`src/rtl/abs_diff_scheduler.sv`:
```
// abs_diff_scheduler: shares one external combinational |a-b| unit across the
// NUM_NB neighbours of a filter window. Each accepted window is walked one
// neighbour per cycle, building a similarity mask, a similar-neighbour count
// and the sum of absolute differences, which are then held for the consumer.
module abs_diff_scheduler #(
  parameter int PIX_W  = 8,
  parameter int NUM_NB = 8,
  parameter int IDX_W  = 3,
  parameter int CNT_W  = 4,
  parameter int SUM_W  = 11
) (
  input  logic                    clk,
  input  logic                    rst_n,
  input  logic                    in_valid,
  output logic                    in_ready,
  input  logic [PIX_W-1:0]        centre,
  input  logic [NUM_NB*PIX_W-1:0] nbrs,
  input  logic [PIX_W-1:0]        threshold,
  output logic [PIX_W-1:0]        abs_a,
  output logic [PIX_W-1:0]        abs_b,
  input  logic [PIX_W-1:0]        abs_res,
  output logic                    out_valid,
  input  logic                    out_ready,
  output logic [NUM_NB-1:0]       sim_mask,
  output logic [CNT_W-1:0]        sim_count,
  output logic [SUM_W-1:0]        sad_sum
);

  typedef enum logic [1:0] {
    IDLE = 2'd0,
    RUN  = 2'd1,
    DONE = 2'd2
  } state_t;

  state_t                    state_r;
  logic [IDX_W-1:0]          idx_r;
  logic [PIX_W-1:0]          centre_r;
  logic [PIX_W-1:0]          thr_r;
  logic [NUM_NB*PIX_W-1:0]   nbrs_r;
  logic [NUM_NB-1:0]         mask_acc_r;
  logic [CNT_W-1:0]          cnt_acc_r;
  logic [SUM_W-1:0]          sum_acc_r;

  logic [PIX_W-1:0]          nb_arr_s [NUM_NB];
  logic [PIX_W-1:0]          nb_sel_s;
  logic                      similar_s;
  logic                      last_s;
  logic [NUM_NB-1:0]         mask_next_s;
  logic [CNT_W-1:0]          cnt_next_s;
  logic [SUM_W-1:0]          sum_next_s;

  // Accept only in IDLE, and never while reset is asserted.
  assign in_ready = rst_n & (state_r == IDLE);

  // Unpack the captured neighbours so the current one can be selected by index.
  always_comb begin
    for (int k = 0; k < NUM_NB; k++) begin
      nb_arr_s[k] = nbrs_r[k*PIX_W +: PIX_W];
    end
  end

  assign nb_sel_s  = nb_arr_s[idx_r];
  assign similar_s = (abs_res <= thr_r);
  assign last_s    = (idx_r == IDX_W'(NUM_NB - 1));

  // Next accumulator values for the neighbour being processed this cycle.
  always_comb begin
    mask_next_s = mask_acc_r;
    for (int k = 0; k < NUM_NB; k++) begin
      if (idx_r == IDX_W'(k)) begin
        mask_next_s[k] = similar_s;
      end else begin
        mask_next_s[k] = mask_acc_r[k];
      end
    end
    cnt_next_s = cnt_acc_r + {{(CNT_W-1){1'b0}}, similar_s};
    sum_next_s = sum_acc_r + {{(SUM_W-PIX_W){1'b0}}, abs_res};
  end

  // Drive the shared abs-diff unit only while walking the neighbours.
  always_comb begin
    if (state_r == RUN) begin
      abs_a = centre_r;
      abs_b = nb_sel_s;
    end else begin
      abs_a = {PIX_W{1'b0}};
      abs_b = {PIX_W{1'b0}};
    end
  end

  // Window FSM: capture, walk NUM_NB neighbours, hold the result until taken.
  always_ff @(posedge clk or negedge rst_n) begin
    if (!rst_n) begin
      state_r    <= IDLE;
      idx_r      <= {IDX_W{1'b0}};
      centre_r   <= {PIX_W{1'b0}};
      thr_r      <= {PIX_W{1'b0}};
      nbrs_r     <= {(NUM_NB*PIX_W){1'b0}};
      mask_acc_r <= {NUM_NB{1'b0}};
      cnt_acc_r  <= {CNT_W{1'b0}};
      sum_acc_r  <= {SUM_W{1'b0}};
      out_valid  <= 1'b0;
      sim_mask   <= {NUM_NB{1'b0}};
      sim_count  <= {CNT_W{1'b0}};
      sad_sum    <= {SUM_W{1'b0}};
    end else begin
      case (state_r)
        IDLE: begin
          if (in_valid) begin
            centre_r   <= centre;
            thr_r      <= threshold;
            nbrs_r     <= nbrs;
            mask_acc_r <= {NUM_NB{1'b0}};
            cnt_acc_r  <= {CNT_W{1'b0}};
            sum_acc_r  <= {SUM_W{1'b0}};
            idx_r      <= {IDX_W{1'b0}};
            state_r    <= RUN;
          end else begin
            state_r    <= IDLE;
          end
        end
        RUN: begin
          mask_acc_r <= mask_next_s;
          cnt_acc_r  <= cnt_next_s;
          sum_acc_r  <= sum_next_s;
          if (last_s) begin
            // Publish the final totals; they stay put until the next window ends.
            sim_mask  <= mask_next_s;
            sim_count <= cnt_next_s;
            sad_sum   <= sum_next_s;
            out_valid <= 1'b1;
            idx_r     <= {IDX_W{1'b0}};
            state_r   <= DONE;
          end else begin
            idx_r     <= idx_r + IDX_W'(1);
            state_r   <= RUN;
          end
        end
        DONE: begin
          if (out_ready) begin
            out_valid <= 1'b0;
            state_r   <= IDLE;
          end else begin
            out_valid <= 1'b1;
            state_r   <= DONE;
          end
        end
        default: begin
          out_valid <= 1'b0;
          idx_r     <= {IDX_W{1'b0}};
          state_r   <= IDLE;
        end
      endcase
    end
  end

endmodule

```
`config.mk`:
```
export PLATFORM = sky130hd
export DESIGN_NAME = abs_diff_scheduler
export DESIGN_NICKNAME = d
export VERILOG_FILES = /design/src/rtl/abs_diff_scheduler.sv
export SDC_FILE = /design/constraint.sdc
export NUM_CORES = 1
export LEC_CHECK = 0
export CORE_MARGIN = 3
export CORE_UTILIZATION = 47
export DETAILED_ROUTE_END_ITERATION = 12
export PLACE_DENSITY = 0.82
export SYNTH_ARGS = -nofsm -noshare
export SYNTH_HDL_FRONTEND = slang
export SYNTH_SLANG_ARGS = --single-unit
```
`constraint.sdc`:
```
create_clock -name clk -period 2.2 [get_ports clk]
set_clock_uncertainty 0.15 [all_clocks]
set_input_delay 0.33 -clock clk [delete_from_list [all_inputs] [get_ports clk]]
set_output_delay 0.33 -clock clk [all_outputs]
set_load 0.005 [all_outputs]
```
Word level (Yosys, flattened, before mapping)
Cells that the tools add are included.
W data, S select, Z words.
Word-level totals
  flip-flop bits (word level): 132
  bits of input ports: 92
  output and inout bits: 41
Operators by class
  $add $sub $neg: 3
  $lt $le $gt $ge: 2
  equality and inequality tests: 11
  mux-type cells: 29
  bitwise gates (word level): 4
  reduce and logical (&&, ||, !) cells: 8
Operators by type and width (number)
  $mux W8: 5
  $bmux W8 S3: 1
  $pmux W11 S2: 1
  $pmux W8 S2: 1
  $eq A3 B3 Y1 const B: 4
  $add A11 B8 Y11: 1
  $mux W1: 11
  $mux W11: 1
  $reduce_and A2 Y1: 5
  $pmux W3 S3: 1
  $le A8 B8 Y1: 1
  $pmux W4 S2: 1
  $eq A3 B2 Y1 const B: 2
  $mux W3: 2
  $pmux W2 S3: 1
  $add A4 B1 Y4: 1
  $ge A4 B4 Y1 const B: 1
  $mux W2: 2
  $mux W4: 1
  $ne A2 B2 Y1 const B: 2
  $not A3 Y4: 1
  $add A3 B1 Y3 const B: 1
  $eq A3 B1 Y1 const B: 1
  $logic_not A3 Y1: 1
  7 further kinds: 8

Depth between registers and ports, before layout
Gate-level depths: netlist of run 1.
  depth after elaboration: 5
  gate-level depth with buffers: 14

Worst setup path after synthesis of run 1
OpenSTA, ideal clock, no wires.
  path type: register -> register
  start: reg thr_r[1]
  end: reg sim_count[1]
  setup time: 125 ps
  arrival: 2040 ps
  required time: 1925 ps
  setup slack: -115 ps
  stages on the path, launching flop included: 13
  path through: dfrtp_1 > inv_1 > ha_1 > nor2b_4 > o211ai_2 > a21oi_1 > o21ba_1 > buf_6 > buf_6 > inv_1 > ha_1 > ha_1 > mux2_2
On the way
  word-level cells in the longest chain between the ends: 2
Ends and longest elaborated chain
  start: declaration: RTL line 38  | logic [PIX_W-1:0] thr_r;
  start signal: assignment: RTL line 97  | thr_r <= {PIX_W{1'b0}};
  start signal: assignment: RTL line 111  | thr_r <= threshold;
  $le A8 B8 Y1: RTL line 63  | assign similar_s = (abs_res <= thr_r);
  $add A4 B1 Y4: RTL line 76  | cnt_next_s = cnt_acc_r + {{(CNT_W-1){1'b0}}, similar_s};
  net cnt_next_s[1]: RTL line 49  | logic [CNT_W-1:0] cnt_next_s;
  end signal: assignment: RTL line 104  | sim_count <= {CNT_W{1'b0}};
  end signal: assignment: RTL line 129  | sim_count <= cnt_next_s;
  end: declaration: RTL line 25  | output logic [CNT_W-1:0] sim_count,
The timed path passes the listed nets, and every way through them passes these cells.
A chain may end at the register's enable or synchronous reset.

Worst setup path after layout of run 1
  start: reg idx_r[0]
  end: out abs_b[5]
On the way
  word-level cells in the longest chain between the ends: 5
Ends and longest elaborated chain
  start: declaration: RTL line 36  | logic [IDX_W-1:0] idx_r;
  start signal: assignment: RTL line 95  | idx_r <= {IDX_W{1'b0}};
  start signal: assignment: RTL line 116  | idx_r <= {IDX_W{1'b0}};
  start signal: assignment: RTL line 132  | idx_r <= {IDX_W{1'b0}};
  $not A3 Y4 (not written as such): RTL line 62  | assign nb_sel_s = nb_arr_s[idx_r];
  $bmux W8 S3: RTL line 62
  $mux W8 (not written as such) (2 in a row): RTL line 62
  $mux W8: RTL line 82  | if (state_r == RUN) begin
  end: declaration: RTL line 20  | output logic [PIX_W-1:0] abs_b,
No other way between the ends. The select of a mux whose other input is x is not followed.

==> run_results.csv, run 1 <==
group,metric,value,unit
timing,slew_viol_final,0,
yosys,synth_cell_types,45,
yosys,synthFlopType,"dfrtp_1",
power_and_ir_drop,ir_worst_vdd,968,uV
worst_setup_path,cp-end-kind,"output port",
worst_setup_path,crit_family,"multiplexers",
clock_tree,cts_buffer_depth,2,
floorplan,die-area,0.0151,mm2
global_routing,grt_max_degree,132,
finish,finalNonFillerCells,882,
finish,final_nets,814,
power_and_ir_drop,p_total,13300,uW
power_and_ir_drop,p_leak,0.00407,uW
timing,fin_setup_tns,-1.68,ns
global_routing,grt_pass1_vias,5261,
yosys,synth_top_area_share,51.1,%
worst_setup_path,endpoint,"abs_b[5]",
worst_setup_path,r2r-start,"thr_r[1]",
worst_setup_path,path_common_cell,"buf_12",
timing,rsz0062_at_grt,"yes",
detailed_routing,postRouteAntennaNets,0,
yosys,synthArstFlopShare,100,%
global_routing,grt_overflow_total,0,
worst_setup_path,cp_max_fo,3,
run,max-cap-violations,0,
detailed_routing,viasPerCell,5.43,
clock_tree,cts_made_buffers,17,
clock_tree,cts_sinks,131,
detailed_routing,drt-initial-drc-count,320,
floorplan,core_area,0.0133,mm2
worst_setup_path,r2r-end,"sim_count[1]",
global_routing,met3_usage,7.37,%
finish,area_growth,43.3,%
timing,fin_crit_sh,111,%
timing,min_period,2.45,ns
finish,final_cell_mix,"130 x dfrtp_1, 112 x clkdlybuf4s50_1, 88 x mux2_2",
timing,relSlewSlack,51.9,%
worst_setup_path,critPathBufInv,3,
timing,fmaxAchievable,0.409,GHz
worst_setup_path,startpoint_type,"register",
yosys,synth_fp_nets,636,
finish,utilization,69.1,%
global_routing,gr-usage-met1,27.3,%
finish,final_common_cell,"dfrtp_1",
detailed_routing,firstDrtPassIters,5,
yosys,syn_area,0.00641,mm2
yosys,postSynthCellCount,515,
clock_tree,clkTransAtPathRegs,0.06,ns
status,violations,"negative setup slack",
floorplan,io_pins,133,
floorplan,die_w,123,um
global_routing,busiest_layer,"met2",
yosys,synth_edf_count,0,
worst_setup_path,worstRegToRegCells,10,
worst_setup_path,cp-startpoint,"idx_r[0]",
worst_setup_path,critPathArrivalTime,1.97,ns
worst_setup_path,crit_chain,"buf_12, buf_12, mux4_2, nand2_2, a21boi_2, buf_2",
floorplan,rows,42,
worst_setup_path,cp.depth,6,
floorplan,initial_core_util,48.2,%
worst_setup_path,worstPathRequired,1.72,ns
placement,place_inst,823,
global_routing,met2_usage,39.5,%
min_path,min_path_type,"in2reg",
placement,dp_worst_setup_slack,-0.514,ns
finish,antennaDiodeCount,0,
clock_tree,cts_tree,"done",
clock_tree,clockRootBuffer,"clkbuf_16",
placement,dp_hpwl,10.8,mm
detailed_routing,routedWlPerCell,18.4,um
detailed_routing,wl,16.3,mm
yosys,synth-seq-cells,131,
floorplan,die_y,123,um
placement,gp_congestion,0.834,
power_and_ir_drop,p_per_area,1450,mW/mm2
global_routing,grt_antenna_before_repair,0,
clock_tree,htree_num_levels,4,
yosys,synth_area_per_cell,12.4,um2
clock_tree,insertion_delay,0.41,ns
worst_setup_path,cp_slowest_cell,"mux4_2",
power_and_ir_drop,seqPwrFrac,32.3,%
detailed_routing,via_count,4792,
power_and_ir_drop,switchingPower,4430,uW
worst_setup_path,slowest_delay,0.55,ns
timing,setup_viol,8,
yosys,synth_top_area_cell,"dfrtp_1",
global_routing,grt_pass1_wl,26.4,mm
finish,drive_above_1_share,34.0,%
status,status,"complete, but fails checks",
timing,worst_slew_pin_slew,0.721,ns
power_and_ir_drop,pwr-share-comb,48.2,%
yosys,yosys_warnings,0,
timing,hold_viol,0,
power_and_ir_drop,p_int,8910,uW
power_and_ir_drop,p_sw_share,33.2,%
worst_setup_path,r2r_slack,0.02,ns
global_routing,track_usage,22.8,%
yosys,synth_area_leaders,"dfrtp_1 51%, mux2_2 15%, mux4_2 5.6%, ha_1 5.5%, nand2_1 2.7%",
yosys,ys_seq_area_share,51.1,%
power_and_ir_drop,clkPwrFrac,19.6,%
worst_setup_path,crit_type,"reg2out",
detailed_routing,route.detailed.drc,0,
timing,fin_ws,-0.246,ns
placement,portBuffers,132,
==> cell families (layout without fill, tap and decap cells) <==
kind of cell | Yosys count | in the layout | share of synthesized area (%)
flip-flops | 131 | 131 | 51.1
multiplexers | 105 | 105 | 21.2
AO/OA/AOI/OAI | 96 | 96 | 9.39
AND/OR/NAND/NOR | 92 | 92 | 7.26
buffers and inverters | 51 | 242 | 3.69
adder cells (fa/ha/maj) | 29 | 29 | 5.78
XOR/XNOR | 11 | 11 | 1.50
==> cell usage after synthesis (2+ instances only) <==
cell	number
dfrtp_1	131
mux2_2	88
nand2_1	46
a21oi_1	30
ha_1	28
o21ai_0	23
inv_1	21
mux4_2	16
buf_2	14
o31ai_1	12
and2_1	11
and3_1	11
clkbuf_1	10
a21boi_0	8
a22o_1	8
xnor2_1	6
nand2b_1	5
nor2_1	5
xor2_1	5
o21ai_1	4
buf_6	3
a21o_1	2
nand3b_1	2
nand4_1	2
nor2b_1	2
o211ai_1	2
or3_1	2
==> metrics by stage <==
step	area (um2)	hold WS, ns
finish	9190	0.266
global route	9190	0.277
CTS	8980	0.333
detailed placement	8140	0.321
global placement	8140	0.312
floorplan	6430	-0.116
==> layout make-up <==
cell class,count,area [um2]
timing repair buffer,189,1940
multi-input combinational,333,3120
clock inverter,9,80.1
tap,176,220
inverter,21,78.8
sequential,131,3280
fill,900,4110
clock buffer,23,468
==> repair_timing <==
item	in CTS	in global routing
pin swaps	12	10
hold buffers	1	0
hold endpoints to repair	131	0
cloned	4	1
setup buffers	17	4
setup endpoints to repair	22	42
gates resized for setup	70	41
==> power by group through the flow <==
stage	logic [uW]	clock network, uW	registers [uW]
after CTS	6190	2640	4300
after floorplan	3600	0	4080
after detailed placement	5760	0	4290
final	6420	2610	4300
after global placement	5520	0	4190
after global routing	6980	2770	4450
==> tightest hold or removal path: stages <==
cell            delay [ns]
dlymetal6s2s_1        0.13
ha_2                  0.20
a22o_1                0.13
==> state kept, by name (all words and copies together) (netlist names) <==
signal	count
thr_r	8
sum_acc_r	11
cnt_acc_r	4
centre_r	8
sim_mask	8
sad_sum	11
state_r	2
nbrs_r	64
out_valid	1
mask_acc_r	7
sim_count	4
idx_r	3
==> layer usage <==
metal	vias to the layer above	share of wire, %
li1	2201	-
met1	2423	40
met2	151	53
met3	17	6.4
met4	0	1.2
met5	-	0
==> how the worst min path moves through the flow <==
stage,startpoint,end,cells past startpoint
floorplan,rst_n,centre_r[0],0
global placement,sad_sum[9],sad_sum[9],2
finish,abs_res[0],sum_acc_r[0],3
detailed placement,sim_mask[7],sim_mask[7],2
global route,abs_res[0],sad_sum[0],3
CTS,sim_mask[7],sim_mask[7],2
(Power assumes the default switching activity.)
==> run 2: changes to the inputs <==
--- a/config.mk
+++ b/config.mk
@@ -9,6 +9,8 @@
 export CORE_UTILIZATION = 47
 export DETAILED_ROUTE_END_ITERATION = 12
 export PLACE_DENSITY = 0.82
+export SKIP_CTS_REPAIR_TIMING = 1
 export SYNTH_ARGS = -nofsm -noshare
 export SYNTH_HDL_FRONTEND = slang
 export SYNTH_SLANG_ARGS = --single-unit
+export TNS_END_PERCENT = 1
==> run_results.csv, run 2 (same netlist as run 1, synthesis figures left out) <==
group,metric,value,unit
status,violations,"negative setup slack",
finish,finalNonFillerCells,879,
min_path,min_path_type,"reg2reg",
worst_setup_path,cp_slowest_cell,"mux4_2",
finish,area_growth,41.4,%
finish,final_cell_mix,"130 x dfrtp_1, 114 x clkdlybuf4s50_1, 88 x mux2_2",
finish,regArea,0.00328,mm2
power_and_ir_drop,p_leak,0.00412,uW
timing,hold_viol,0,
worst_setup_path,crit_chain,"buf_12, buf_4, mux4_2, nand2_1, a21boi_1, clkbuf_2",
detailed_routing,drt-initial-drc-count,396,
finish,top_register,"nbrs_r",
finish,multi_input_area,0.00302,mm2
timing,setup_viol,8,
clock_tree,cts_sinks,131,
worst_setup_path,r2r-start,"thr_r[1]",
global_routing,grt_antenna_before_repair,0,
power_and_ir_drop,p_total,13300,uW
finish,drive_above_1_share,31.6,%
worst_setup_path,r2r-end,"sim_count[1]",
global_routing,grt_max_degree,132,
finish,final.fill_count,904,
finish,fin_area,0.00906,mm2
worst_setup_path,cp-startpoint,"idx_r[0]",
timing,min_period,2.35,ns
finish,largest_reg_flops,64,
floorplan,rows,42,
worst_setup_path,slowest_delay,0.52,ns
placement,gp_congestion,0.923,
placement,portBuffers,132,
placement,dp_hpwl,10.7,mm
detailed_routing,firstDrtPassIters,5,
power_and_ir_drop,p_per_area,1460,mW/mm2
worst_setup_path,cp-end-kind,"output port",
worst_setup_path,endpoint,"abs_b[7]",
finish,final_nets,812,
finish,antennaDiodeCount,0,
clock_tree,cts_made_buffers,17,
finish,final_common_cell,"dfrtp_1",
floorplan,die_w,123,um
run,max-cap-violations,0,
timing,worst_slew_pin_slew,0.718,ns
worst_setup_path,cp_max_fo,7,
global_routing,track_usage,21.0,%
finish,utilization,68.2,%
detailed_routing,via_count,4693,
clock_tree,htree_num_levels,4,
clock_tree,cts_tree,"done",
clock_tree,clockRootBuffer,"clkbuf_16",
detailed_routing,route.detailed.drc,0,
clock_tree,clkTransAtPathRegs,0.06,ns
detailed_routing,postRouteAntennaNets,0,
timing,relSlewSlack,52.2,%
timing,fin_crit_sh,107,%
detailed_routing,wl,15.5,mm
worst_setup_path,startpoint_type,"register",
timing,slew_viol_final,0,
finish,reg_top3,"nbrs_r (64), sad_sum (11), sum_acc_r (11)",
placement,place_area,0.00825,mm2
timing,whs,0.328,ns
floorplan,die-area,0.0151,mm2
timing,rsz0062_at_grt,"yes",
worst_setup_path,critPathArrivalTime,1.87,ns
global_routing,grt_overflow_total,0,
clock_tree,insertion_delay,0.41,ns
detailed_routing,routedWlPerCell,17.6,um
placement,place_inst,832,
timing,fmaxAchievable,0.425,GHz
worst_setup_path,worstPathRequired,1.72,ns
worst_setup_path,r2r_slack,0,ns
global_routing,grt_pass1_wl,24.3,mm
floorplan,core_area,0.0133,mm2
worst_setup_path,worstRegToRegCells,10,
clock_tree,cts_buffer_depth,2,
floorplan,die_y,123,um
timing,fin_ws,-0.152,ns
worst_setup_path,crit_type,"reg2out",
status,status,"complete, but fails checks",
global_routing,grt_pass1_vias,4904,
power_and_ir_drop,ir_worst_vdd,723,uV
floorplan,io_pins,133,
floorplan,initial_core_util,48.2,%
detailed_routing,viasPerCell,5.34,
==> run 2: changes by cell type in the layout (fill, tap and decap cells not counted), moves of 4 or more <==
cell,delta
buf_2,-5
ha_1,+6
a21oi_2,-6
dlymetal6s2s_1,+9
buf_4,+4
dlygate4sd2_1,-8
o21ai_1,+4
a21oi_1,+5
ha_4,-5
==> run 2: area by class of cell <==
cell class | count | area share [%]
clock buffers | 19 | 4.89
clock inverters | 12 | 1.46
inverters | 21 | 0.870
multi-input cells | 333 | 33.3
flip-flops and latches | 131 | 36.2
well taps | 176 | 2.43
repair buffers | 187 | 20.9
==> run 2: worst max-delay path, delay by kind of cell, from the launching register on <==
| kind | cells | cell delay [ns] |
|---|---|---|
| buf+inv | 3 | 0.36 |
| flops | 1 | 0.42 |
| compound gates | 1 | 0.07 |
| mux | 1 | 0.52 |
| simple gates | 1 | 0.09 |
==> run 2: per-stage QoR <==
step | TNS, ns | setup slack [ns]
after global placement | -7.25 | -0.407
after global routing | -1.84 | -0.222
final | -1.09 | -0.152
after detailed placement | -9.29 | -0.451
after floorplan | -0.108 | -0.0820
after CTS | -8.33 | -0.549
==> run 2: power by group <==
| group | switching [uW] | internal, uW | leakage [uW] |
|---|---|---|---|
| clock | 1050 | 1690 | 0.000275 |
| sequential | 680 | 3600 | 0.00157 |
| combinational | 2630 | 3610 | 0.00227 |
| total | 4360 | 8900 | 0.00412 |
==> run 2: worst min-delay path by stage <==
stage          cells past startpoint           to  startpoint
6_report                           2   sad_sum[8]  sad_sum[8]
5_1_grt                            2   nbrs_r[20]    nbrs[20]
4_1_cts                            2  sim_mask[7]       rst_n
3_3_place_gp                       2   sad_sum[9]  sad_sum[9]
3_5_place_dp                       2   sad_sum[8]  sad_sum[8]
2_1_floorplan                      0  centre_r[0]       rst_n
==> run 2: layer usage <==
metal  up-vias  track usage, %  share of wire, %
met5         -               0                 0
met2       155            35.3                51
met3        22            8.48               7.8
met1      2316            24.5                40
met4         0            7.28               1.4
li1       2200               -                 -
==> run 3: changes to the inputs <==
--- a/config.mk
+++ b/config.mk
@@ -5,6 +5,7 @@
 export SDC_FILE = /design/constraint.sdc
 export NUM_CORES = 1
 export LEC_CHECK = 0
+export CAP_MARGIN = 25
 export CORE_MARGIN = 3
 export CORE_UTILIZATION = 47
 export DETAILED_ROUTE_END_ITERATION = 12
==> results of run 3 <==
No change in the layout: final DEF, timing and power equal those of run 2.
